`config.mk`:
```
export PLATFORM = sky130hd
export DESIGN_NAME = clock_divider_bank
export DESIGN_NICKNAME = d
export VERILOG_FILES = /design/src/rtl/clock_divider_bank.sv
export SDC_FILE = /design/constraint.sdc
export NUM_CORES = 1
export LEC_CHECK = 0
export ABC_CLOCK_PERIOD_IN_PS = 4700
export CORE_ASPECT_RATIO = 1.2
export CORE_MARGIN = 2
export CORE_UTILIZATION = 40
export CTS_CLUSTER_DIAMETER = 200
export DETAILED_ROUTE_END_ITERATION = 7
export DONT_BUFFER_PORTS = 1
export GPL_TIMING_DRIVEN = 0
export SLEW_MARGIN = 20
export SYNTH_ARGS = -nofsm -noshare
export SYNTH_HDL_FRONTEND = slang
export SYNTH_SLANG_ARGS = --single-unit
```
`constraint.sdc`:
```
create_clock -name i_refclk -period 4.7 [get_ports i_refclk]
set_input_delay 0.47 -clock i_refclk [delete_from_list [all_inputs] [get_ports i_refclk]]
set_output_delay 0.47 -clock i_refclk [all_outputs]
set_load 0.01 [all_outputs]
```
`src/rtl/clock_divider_bank.sv`:
```
// Bank of independent registered clock dividers sharing one lock indicator.
// Each channel starts, stops and retunes only at period boundaries.
module clock_divider_bank #(
  parameter int CHANNELS    = 2,
  parameter int DIV_WIDTH   = 8,
  parameter int LOCK_CYCLES = 16,
  parameter int RST_PERIODS = 2
) (
  input  logic                          i_refclk,
  input  logic                          i_rst,
  input  logic [CHANNELS-1:0]           i_en,
  input  logic [CHANNELS*DIV_WIDTH-1:0] i_div,
  output logic [CHANNELS-1:0]           o_outclk,
  output logic [CHANNELS-1:0]           o_stb,
  output logic [CHANNELS-1:0]           o_rst_out,
  output logic                          o_locked
);

  localparam int LW = $clog2(LOCK_CYCLES + 1);
  localparam int SW = $clog2(RST_PERIODS + 1);

  localparam logic [0:0] S_IDLE = 1'b0;
  localparam logic [0:0] S_RUN  = 1'b1;

  localparam logic [DIV_WIDTH-1:0] ONE = DIV_WIDTH'(1);
  localparam logic [DIV_WIDTH-1:0] TWO = DIV_WIDTH'(2);

  logic [LW-1:0] r_lockCnt;
  logic          r_locked;
  logic          w_lockNow;

  // True on the edge where locked sets as well, so a waiting channel starts with it.
  assign w_lockNow = r_locked | (r_lockCnt == LW'(LOCK_CYCLES - 1));

  always_ff @(posedge i_refclk or posedge i_rst) begin
    if (i_rst) begin
      r_lockCnt <= '0;
      r_locked  <= 1'b0;
    end else if (!r_locked) begin
      r_lockCnt <= r_lockCnt + LW'(1);
      r_locked  <= w_lockNow;
    end
  end

  assign o_locked = r_locked;

  for (genvar g = 0; g < CHANNELS; g++) begin : g_chan
    logic [0:0]           r_state;
    logic [0:0]           w_stateNext;
    logic [DIV_WIDTH-1:0] r_cnt;
    logic [DIV_WIDTH-1:0] w_cntNext;
    logic [DIV_WIDTH-1:0] r_dAct;
    logic [DIV_WIDTH-1:0] w_dActNext;
    logic [DIV_WIDTH-1:0] w_divRaw;
    logic [DIV_WIDTH-1:0] w_divClamp;
    logic [SW-1:0]        r_stbCnt;
    logic [SW-1:0]        w_stbCntNext;
    logic [DIV_WIDTH:0]   w_half;
    logic                 w_wrap;
    logic                 w_stbNext;
    logic                 w_rstOutNext;
    logic                 w_outNext;
    logic                 r_outclk;
    logic                 r_stb;
    logic                 r_rstOut;

    assign w_divRaw   = i_div[g*DIV_WIDTH +: DIV_WIDTH];
    assign w_divClamp = (w_divRaw < TWO) ? TWO : w_divRaw;
    assign w_wrap     = (r_cnt == r_dAct - ONE);

    always_comb begin
      w_stateNext  = r_state;
      w_cntNext    = r_cnt;
      w_dActNext   = r_dAct;
      w_stbCntNext = r_stbCnt;
      w_stbNext    = 1'b0;
      w_rstOutNext = r_rstOut;
      case (r_state)
        S_IDLE: begin
          w_cntNext    = '0;
          w_dActNext   = w_divClamp;
          w_rstOutNext = 1'b1;
          if (w_lockNow && i_en[g]) begin
            w_stateNext  = S_RUN;
            w_stbNext    = 1'b1;
            w_stbCntNext = SW'(1);
          end
        end
        default: begin
          if (!w_wrap) begin
            w_cntNext = r_cnt + ONE;
          end else if (i_en[g]) begin
            w_cntNext  = '0;
            w_dActNext = w_divClamp;
            w_stbNext  = 1'b1;
            // Reaching the saturated count means this strobe ends the reset window.
            if (r_stbCnt == SW'(RST_PERIODS)) begin
              w_rstOutNext = 1'b0;
            end else begin
              w_stbCntNext = r_stbCnt + SW'(1);
            end
          end else begin
            w_stateNext  = S_IDLE;
            w_cntNext    = '0;
            w_dActNext   = w_divClamp;
            w_stbCntNext = '0;
            w_rstOutNext = 1'b1;
          end
        end
      endcase
      w_half    = ({1'b0, w_dActNext} + (DIV_WIDTH+1)'(1)) >> 1;
      w_outNext = (w_stateNext == S_RUN) && ({1'b0, w_cntNext} < w_half);
    end

    always_ff @(posedge i_refclk or posedge i_rst) begin
      if (i_rst) begin
        r_state  <= S_IDLE;
        r_cnt    <= '0;
        r_dAct   <= TWO;
        r_stbCnt <= '0;
        r_outclk <= 1'b0;
        r_stb    <= 1'b0;
        r_rstOut <= 1'b1;
      end else begin
        r_state  <= w_stateNext;
        r_cnt    <= w_cntNext;
        r_dAct   <= w_dActNext;
        r_stbCnt <= w_stbCntNext;
        r_outclk <= w_outNext;
        r_stb    <= w_stbNext;
        r_rstOut <= w_rstOutNext;
      end
    end

    assign o_outclk[g]  = r_outclk;
    assign o_stb[g]     = r_stb;
    assign o_rst_out[g] = r_rstOut;
  end

endmodule

```
# Word-level counts from Yosys, hierarchy flattened

Index checks and enable logic that the tools add are counted.

Bits in registers: 50
Logic and storage cells: 92

Equality and inequality tests: 11
Add/sub/neg operators: 9
Bitwise logic cells: 1
Muxes and demuxes: 41
Reduce and logical (&&, ||, !) cells: 10
Magnitude comparators: 4

Operator list:

| cell                                                       | number |
|---|---|
| 2-to-1 mux 8 bit                                           | 10 |
| 2-to-1 mux 1 bit                                           | 21 |
| 2-to-1 mux 2 bit                                           | 10 |
| adder 8 x 1 -> 9 bit, second input constant                | 2 |
| adder 8 x 1 -> 8 bit, second input constant                | 2 |
| equality test 8 bit                                        | 2 |
| less-than comparator 8 x 2 -> 1 bit, second input constant | 2 |
| less-than comparator 8 bit                                 | 2 |
| subtractor 8 x 1 -> 8 bit, second input constant           | 2 |
| != test 3 x 2 -> 1 bit, second input constant              | 2 |
| != test 3 bit, second input constant                       | 2 |
| AND reduction 3 bit                                        | 2 |
| adder 5 x 1 -> 5 bit, second input constant                | 1 |
| equality test 5 x 4 -> 1 bit, second input constant        | 1 |
| adder 2 x 1 -> 2 bit, second input constant                | 2 |
| equality test 2 bit, second input constant                 | 2 |
| logical AND 1 bit                                          | 4 |
| != test 2 x 1 -> 1 bit, second input constant              | 2 |
| AND reduction 2 bit                                        | 2 |
| nonzero test 2 bit                                         | 2 |
| bitwise OR 1 bit                                           | 1 |

# Logic depth before layout (Yosys ltp)

Depth in word-level cells: 7
Mapped depth: 23
Mapped depth without buffers: 19

# Worst setup path before layout

OpenSTA, ideal clock, no wires.

Kind: reg2reg
From: register g_chan[1].r_dAct[1]
To: register g_chan[1].r_outclk
Setup slack: 433 ps
Stages on the path, launching flop included: 22
Arrival: 4164 ps
Setup time: 104 ps
Cells stage by stage: dfstp_2 > clkbuf_1 > inv_1 > ha_1 > clkbuf_1 > xnor2_1 > and4b_1 > a41oi_1 > a211oi_1 > nand2b_1 > buf_2 > buf_2 > buf_2 > a21oi_1 > ha_1 > nand3_1 > mux2i_1 > o22ai_1 > ha_1 > a211oi_1 > o211ai_1 > a221oi_1

Cells in the longest elaborated chain, start to end: 7

Ends and longest elaborated chain:

| element                        | line | RTL |
|---|---|---|
| from (decl)                    | 52   | `logic [DIV_WIDTH-1:0] r_dAct;` |
| from (signal assigned)         | 127  | `r_dAct <= w_dActNext;` |
| subtractor 8 x 1 -> 8 bit      | 69   | `assign w_wrap = (r_cnt == r_dAct - ONE);` |
| equality test 8 bit            | 69   |  |
| 2-to-1 mux 8 bit (*)           | 90   | `if (!w_wrap) begin` |
| 2-to-1 mux 8 bit (*)           | 78   | `case (r_state)` |
| net g_chan[1].w_dActNext[1]    | 53   | `logic [DIV_WIDTH-1:0] w_dActNext;` |
| adder 8 x 1 -> 9 bit (*)       | 111  | `w_half = ({1'b0, w_dActNext} + (DIV_WIDTH+1)'(1)) >> 1;` |
| less-than comparator 8 bit (*) | 112  | `w_outNext = (w_stateNext == S_RUN) && ({1'b0, w_cntNext} < w_half);` |
| logical AND 1 bit (*)          | 112  |  |
| net g_chan[1].w_outNext        | 62   | `logic w_outNext;` |
| to (signal assigned)           | 129  | `r_outclk <= w_outNext;` |
| to (decl)                      | 63   | `logic r_outclk;` |

The timed path passes the listed nets; every way through them passes the cells marked *.
A chain may end at the register's enable or synchronous reset.

# Worst setup path in the final report

From: register g_chan[0].r_dAct[1]
To: register g_chan[0].r_outclk

Cells in the longest elaborated chain, start to end: 7

Ends and longest elaborated chain:

| element                        | line |
|---|---|
| from (decl)                    | 52 |
| from (signal assigned)         | 127 |
| subtractor 8 x 1 -> 8 bit      | 69 |
| equality test 8 bit            | 69 |
| 2-to-1 mux 8 bit (*)           | 90 |
| 2-to-1 mux 8 bit (*)           | 78 |
| net g_chan[0].w_dActNext[1]    | 53 |
| adder 8 x 1 -> 9 bit (*)       | 111 |
| less-than comparator 8 bit (*) | 112 |
| logical AND 1 bit (*)          | 112 |
| net g_chan[0].w_outNext        | 62 |
| to (signal assigned)           | 129 |
| to (decl)                      | 63 |

Marked as above.

==> report_table.html <==
<table>
<tr><th>Metric</th><th>Value</th></tr>
<tr><th colspan="2">Detailed routing</th></tr>
<tr><td>DRC violation count after routing</td><td>0</td></tr>
<tr><td>First drt pass iteration count</td><td>4</td></tr>
<tr><td>Detailed-route via count</td><td>2,816</td></tr>
<tr><td>Routed wire length</td><td>roughly 7900 um</td></tr>
<tr><td>Via density</td><td>5.468</td></tr>
<tr><td>Number of nets still failing antenna checks after routing</td><td>0</td></tr>
<tr><td>Starting DRT DRC Count</td><td>130</td></tr>
<tr><td>Wire length per cell after detailed routing</td><td>between 15 and 20 um</td></tr>
<tr><th colspan="2">Power</th></tr>
<tr><td>Power per unit of standard cell area</td><td>680.3 nW/um^2</td></tr>
<tr><td>Static Leak</td><td>1.704 nW</td></tr>
<tr><td>Final Power</td><td>2.658 mW</td></tr>
<tr><td>Worst ir drop on vdd</td><td>0.3986 mV</td></tr>
<tr><th colspan="2">Synthesis</th></tr>
<tr><td>Mapped Nets</td><td>429</td></tr>
<tr><td>Most frequently used cell type in the post-synthesis netlist</td><td>dfrtp_1</td></tr>
<tr><td>Seq/Total Area, Yosys</td><td>0.3574</td></tr>
<tr><td>Area of the mapped netlist</td><td>3515 sq um</td></tr>
<tr><td>Count of flip-flops with a built-in enable after synthesis</td><td>0</td></tr>
<tr><td>Ys async rst share</td><td>1.000</td></tr>
<tr><td>Synth cell count leaders</td><td>dfrtp_1, nor2_1, ha_1, nand2_1</td></tr>
<tr><td>Yosys top cell by area</td><td>dfrtp_1</td></tr>
<tr><td>Distinct cells, synth</td><td>52</td></tr>
<tr><td>Avg Cell Area, Syn</td><td>9.129 sq um</td></tr>
<tr><td>Gate count after technology mapping</td><td>385</td></tr>
<tr><td>Number of warnings reported in the yosys synthesis log</td><td>0</td></tr>
<tr><td>Proportion of netlist area held by the largest area contributor</td><td>0.3275</td></tr>
<tr><td>Synthesized flop and latch total</td><td>50</td></tr>
<tr><td>Prevailing post-synth register cell</td><td>dfrtp_1</td></tr>
<tr><td>Biggest area contributors in the synthesized netlist</td><td>dfrtp_1, ha_1, xnor2_1</td></tr>
<tr><th colspan="2">Hold path</th></tr>
<tr><td>Hold crit path type</td><td>in2async</td></tr>
<tr><th colspan="2">Clocking</th></tr>
<tr><td>Clock tree sinks</td><td>50</td></tr>
<tr><td>Num CTS Buffers</td><td>5</td></tr>
<tr><td>Skew-Pair Late Insertion Delay</td><td>0.31 ns</td></tr>
<tr><td>Buffers from clock root to sink, at most</td><td>2</td></tr>
<tr><td>Clock slew seen by the registers of the worst setup and hold paths</td><td>0.10 ns</td></tr>
<tr><td>Hold buffers post-CTS</td><td>0</td></tr>
<tr><td>CTS Root Cell</td><td>clkbuf_8</td></tr>
<tr><td>Maximum level of the CTS H-tree</td><td>2</td></tr>
<tr><td>CTS tree</td><td>yes</td></tr>
<tr><th colspan="2">Timing</th></tr>
<tr><td>Final setup vio count</td><td>0</td></tr>
<tr><td>Final clock period utilization by the worst path</td><td>0.9387</td></tr>
<tr><td>Number of slew-limit violations in the final report</td><td>0</td></tr>
<tr><td>Worst Hold Margin</td><td>0.05127 ns</td></tr>
<tr><td>Final Hold Vio Count</td><td>0</td></tr>
<tr><td>Worst clock skew</td><td>0.006617 ns</td></tr>
<tr><td>Achievable clock frequency</td><td>~0.23 GHz</td></tr>
<tr><td>RSZ-0062 raised after global routing</td><td>no</td></tr>
<tr><td>Final Critical Period</td><td>4.412 ns</td></tr>
<tr><td>Slew at the pin with the worst max-slew slack</td><td>between 0.4 and 0.5 ns</td></tr>
<tr><td>Worst slew margin</td><td>0.6773</td></tr>
<tr><th colspan="2">Finish</th></tr>
<tr><td>FILL cells</td><td>827</td></tr>
<tr><td>Area of the multi-input gates</td><td>2107 sq um</td></tr>
<tr><td>Flip-flop and latch area</td><td>roughly 1300 sq um</td></tr>
<tr><td>Fraction of layout cells with a size suffix above 1</td><td>0.1558</td></tr>
<tr><td>Number of non-filler instances in the completed layout</td><td>roughly 520</td></tr>
<tr><td>Area delta synth-&gt;final</td><td>11.18%</td></tr>
<tr><td>NumNets Final</td><td>441</td></tr>
<tr><td>Antenna Cells</td><td>0</td></tr>
<tr><th colspan="2">Placed design</th></tr>
<tr><td>Placer congestion estimate</td><td>0.8230</td></tr>
<tr><td>Placed cell count</td><td>503</td></tr>
<tr><td>Half-perimeter wire length after placement</td><td>roughly 6000 um</td></tr>
<tr><td>Total of buffers placed on input and output ports</td><td>0</td></tr>
<tr><th colspan="2">Setup path</th></tr>
<tr><td>Peak fanout along the critical path</td><td>10</td></tr>
<tr><td>Required time of the worst setup path</td><td>4.90 ns</td></tr>
<tr><td>Category of the worst setup path capture point</td><td>flip-flop</td></tr>
<tr><td>Longest individual stage delay on the worst path</td><td>0.63 ns</td></tr>
<tr><td>Kind of cell with the highest combined delay on the critical path</td><td>compound AO/OA/AOI/OAI gates</td></tr>
<tr><td>Buffers &amp; Inverters on Critical Path</td><td>2</td></tr>
<tr><td>Critical path cell sequence</td><td>inv_1, ha_1, nor2b_1, a311oi_1, o221ai_2, o41ai_4, buf_4, nor2_1, a31oi_1, ha_1, and4_1, a41oi_1, or3_1, ha_1, nand4_1, nor2_1, o21ai_0, and4_1</td></tr>
<tr><td>Worst Path Arrival</td><td>between 4 and 5 ns</td></tr>
<tr><td>Crit Path Category</td><td>reg2reg</td></tr>
<tr><td>Worst Setup Start Kind</td><td>flip-flop</td></tr>
<tr><td>Master of the slowest instance on the critical path</td><td>dfstp_2</td></tr>
<tr><td>Most repeated library cell on the critical path</td><td>ha_1</td></tr>
<tr><th colspan="2">GRT</th></tr>
<tr><td>Via count of the first global-routing pass</td><td>between 2k and 3k</td></tr>
<tr><td>Largest net degree at the start of global routing</td><td>31</td></tr>
<tr><td>Met3 track demand over resource</td><td>0.03156</td></tr>
<tr><td>Global-route wire length before repair</td><td>about 13,000 um</td></tr>
<tr><td>Most utilized layer in the global route result</td><td>met2</td></tr>
<tr><td>Total global routing track utilization</td><td>0.1769</td></tr>
<tr><td>M2 GR Usage</td><td>0.3062</td></tr>
<tr><td>Overflow after GRT</td><td>0</td></tr>
<tr><td>Antenna violations before repair</td><td>0</td></tr>
<tr><td>Met1 track demand over resource in global routing</td><td>0.2057</td></tr>
<tr><th colspan="2">Floorplan</th></tr>
<tr><td>FP Rows</td><td>37</td></tr>
<tr><td>Die height</td><td>106.7 um</td></tr>
<tr><td>I/O pin total</td><td>27</td></tr>
<tr><td>Effective utilization at floorplan</td><td>0.4104</td></tr>
<tr><td>Area of the core</td><td>~8600 sq um</td></tr>
<tr><td>Die Footprint</td><td>9556 sq um</td></tr>
<tr><td>Die boundary width</td><td>89.57 um</td></tr>
<tr><th colspan="2">Status</th></tr>
<tr><td>Run status</td><td>completed</td></tr>
<tr><th colspan="2">Job</th></tr>
<tr><td>Max-capacitance violation count</td><td>0</td></tr>
</table>
==> through the flow <==
stage	instance area, sq um	util	setup TNS (ns)	worst slack (ns)
CTS	3854	0.4500	0	0.02935
detailed placement	3681	0.4298	-0.6765	-0.6111
global placement	3661	0.4275	-0.5083	-0.4980
floorplan	3515	-	0	0.4325
finish	3908	0.4562	0	0.2883
global route	3908	0.4562	0	0.01547
==> timing repair <==
action,4_1_cts,5_1_grt
pin swaps,2,1
setup buffers,2,4
gates resized for setup,4,8
setup endpoints to repair,2,2
cloned,0,0
==> where the power goes <==
part	internal [mW]	switching (mW)
Combinational	0.662	0.834
Clock	0.227	0.154
Sequential	0.596	0.184
==> cells in the final DEF (no fill, tap or decap), types with 6 or more instances in the layout <==
| cell | Yosys | final |
|---|---|---|
| nand3_1 | 23 | 23 |
| clkbuf_8 | 0 | 6 |
| xor2_1 | 21 | 21 |
| nor3_1 | 6 | 6 |
| buf_4 | 7 | 14 |
| nor2b_1 | 8 | 7 |
| nand2_1 | 24 | 24 |
| inv_1 | 18 | 17 |
| nor2_1 | 33 | 33 |
| buf_2 | 8 | 6 |
| o21ai_0 | 21 | 20 |
| dfrtp_1 | 46 | 45 |
| ha_1 | 24 | 23 |
| a21oi_1 | 12 | 11 |
| nand2b_1 | 7 | 7 |
| mux2i_1 | 7 | 7 |
| xnor2_1 | 23 | 23 |
| mux2_2 | 10 | 10 |
| and3_1 | 16 | 16 |
==> routing by layer <==
metal / routed length (um) / part of all wire
met5: 0 / 0
met2: 4214 / 0.53
met1: 3169 / 0.40
met3: 216 / 0.027
met4: 312 / 0.039
==> flip-flops by register name, summed over array words and instances (netlist names), 2 cells and up <==
signal / count
g_chan.r_cnt: 16
g_chan.r_dAct: 16
g_chan.r_outclk: 2
g_chan.r_rstOut: 2
g_chan.r_state: 2
g_chan.r_stb: 2
g_chan.r_stbCnt: 4
r_lockCnt: 5
==> kinds of logic (layout without fill, tap and decap cells) <==
kind of cell,count (synthesis),in the layout,share of synthesized area
buffers and inverters,41,54,0.05447
multiplexers,17,17,0.05198
flip-flops,50,50,0.3574
adder cells (fa/ha/maj),24,24,0.08544
AND/OR/NAND/NOR,144,144,0.2154
AO/OA/AOI/OAI,65,65,0.1257
XOR/XNOR,44,44,0.1096
==> layout make-up <==
cell class / instances / area share
multi-input cells: 294 / 0.5392
flip-flops and latches: 50 / 0.3218
well taps: 117 / 0.03746
plain buffers: 21 / 0.03106
clock buffers: 6 / 0.02113
inverters: 18 / 0.01729
repair buffers: 7 / 0.01665
clock inverters: 2 / 0.01537
==> worst paths after layout <==
| path | from | end | slack [ns] | cells after the start |
|---|---|---|---|---|
| max | g_chan[0].r_dAct[1] | g_chan[0].r_outclk | 0.29 | 18 |
| min | i_rst | r_lockCnt[0] | 0.05 | 1 |
| max reg2reg | g_chan[0].r_dAct[1] | g_chan[0].r_outclk | 0.29 | 18 |
| min reg2reg | r_lockCnt[3] | r_lockCnt[3] | 0.49 | 1 |
| max in group asynchronous | i_rst | g_chan[0].r_rstOut | 4.05 | 2 |
| min in group i_refclk | i_div[3] | g_chan[0].r_dAct[3] | 0.27 | 2 |
Note: power is estimated with default switching activity, not from simulation.
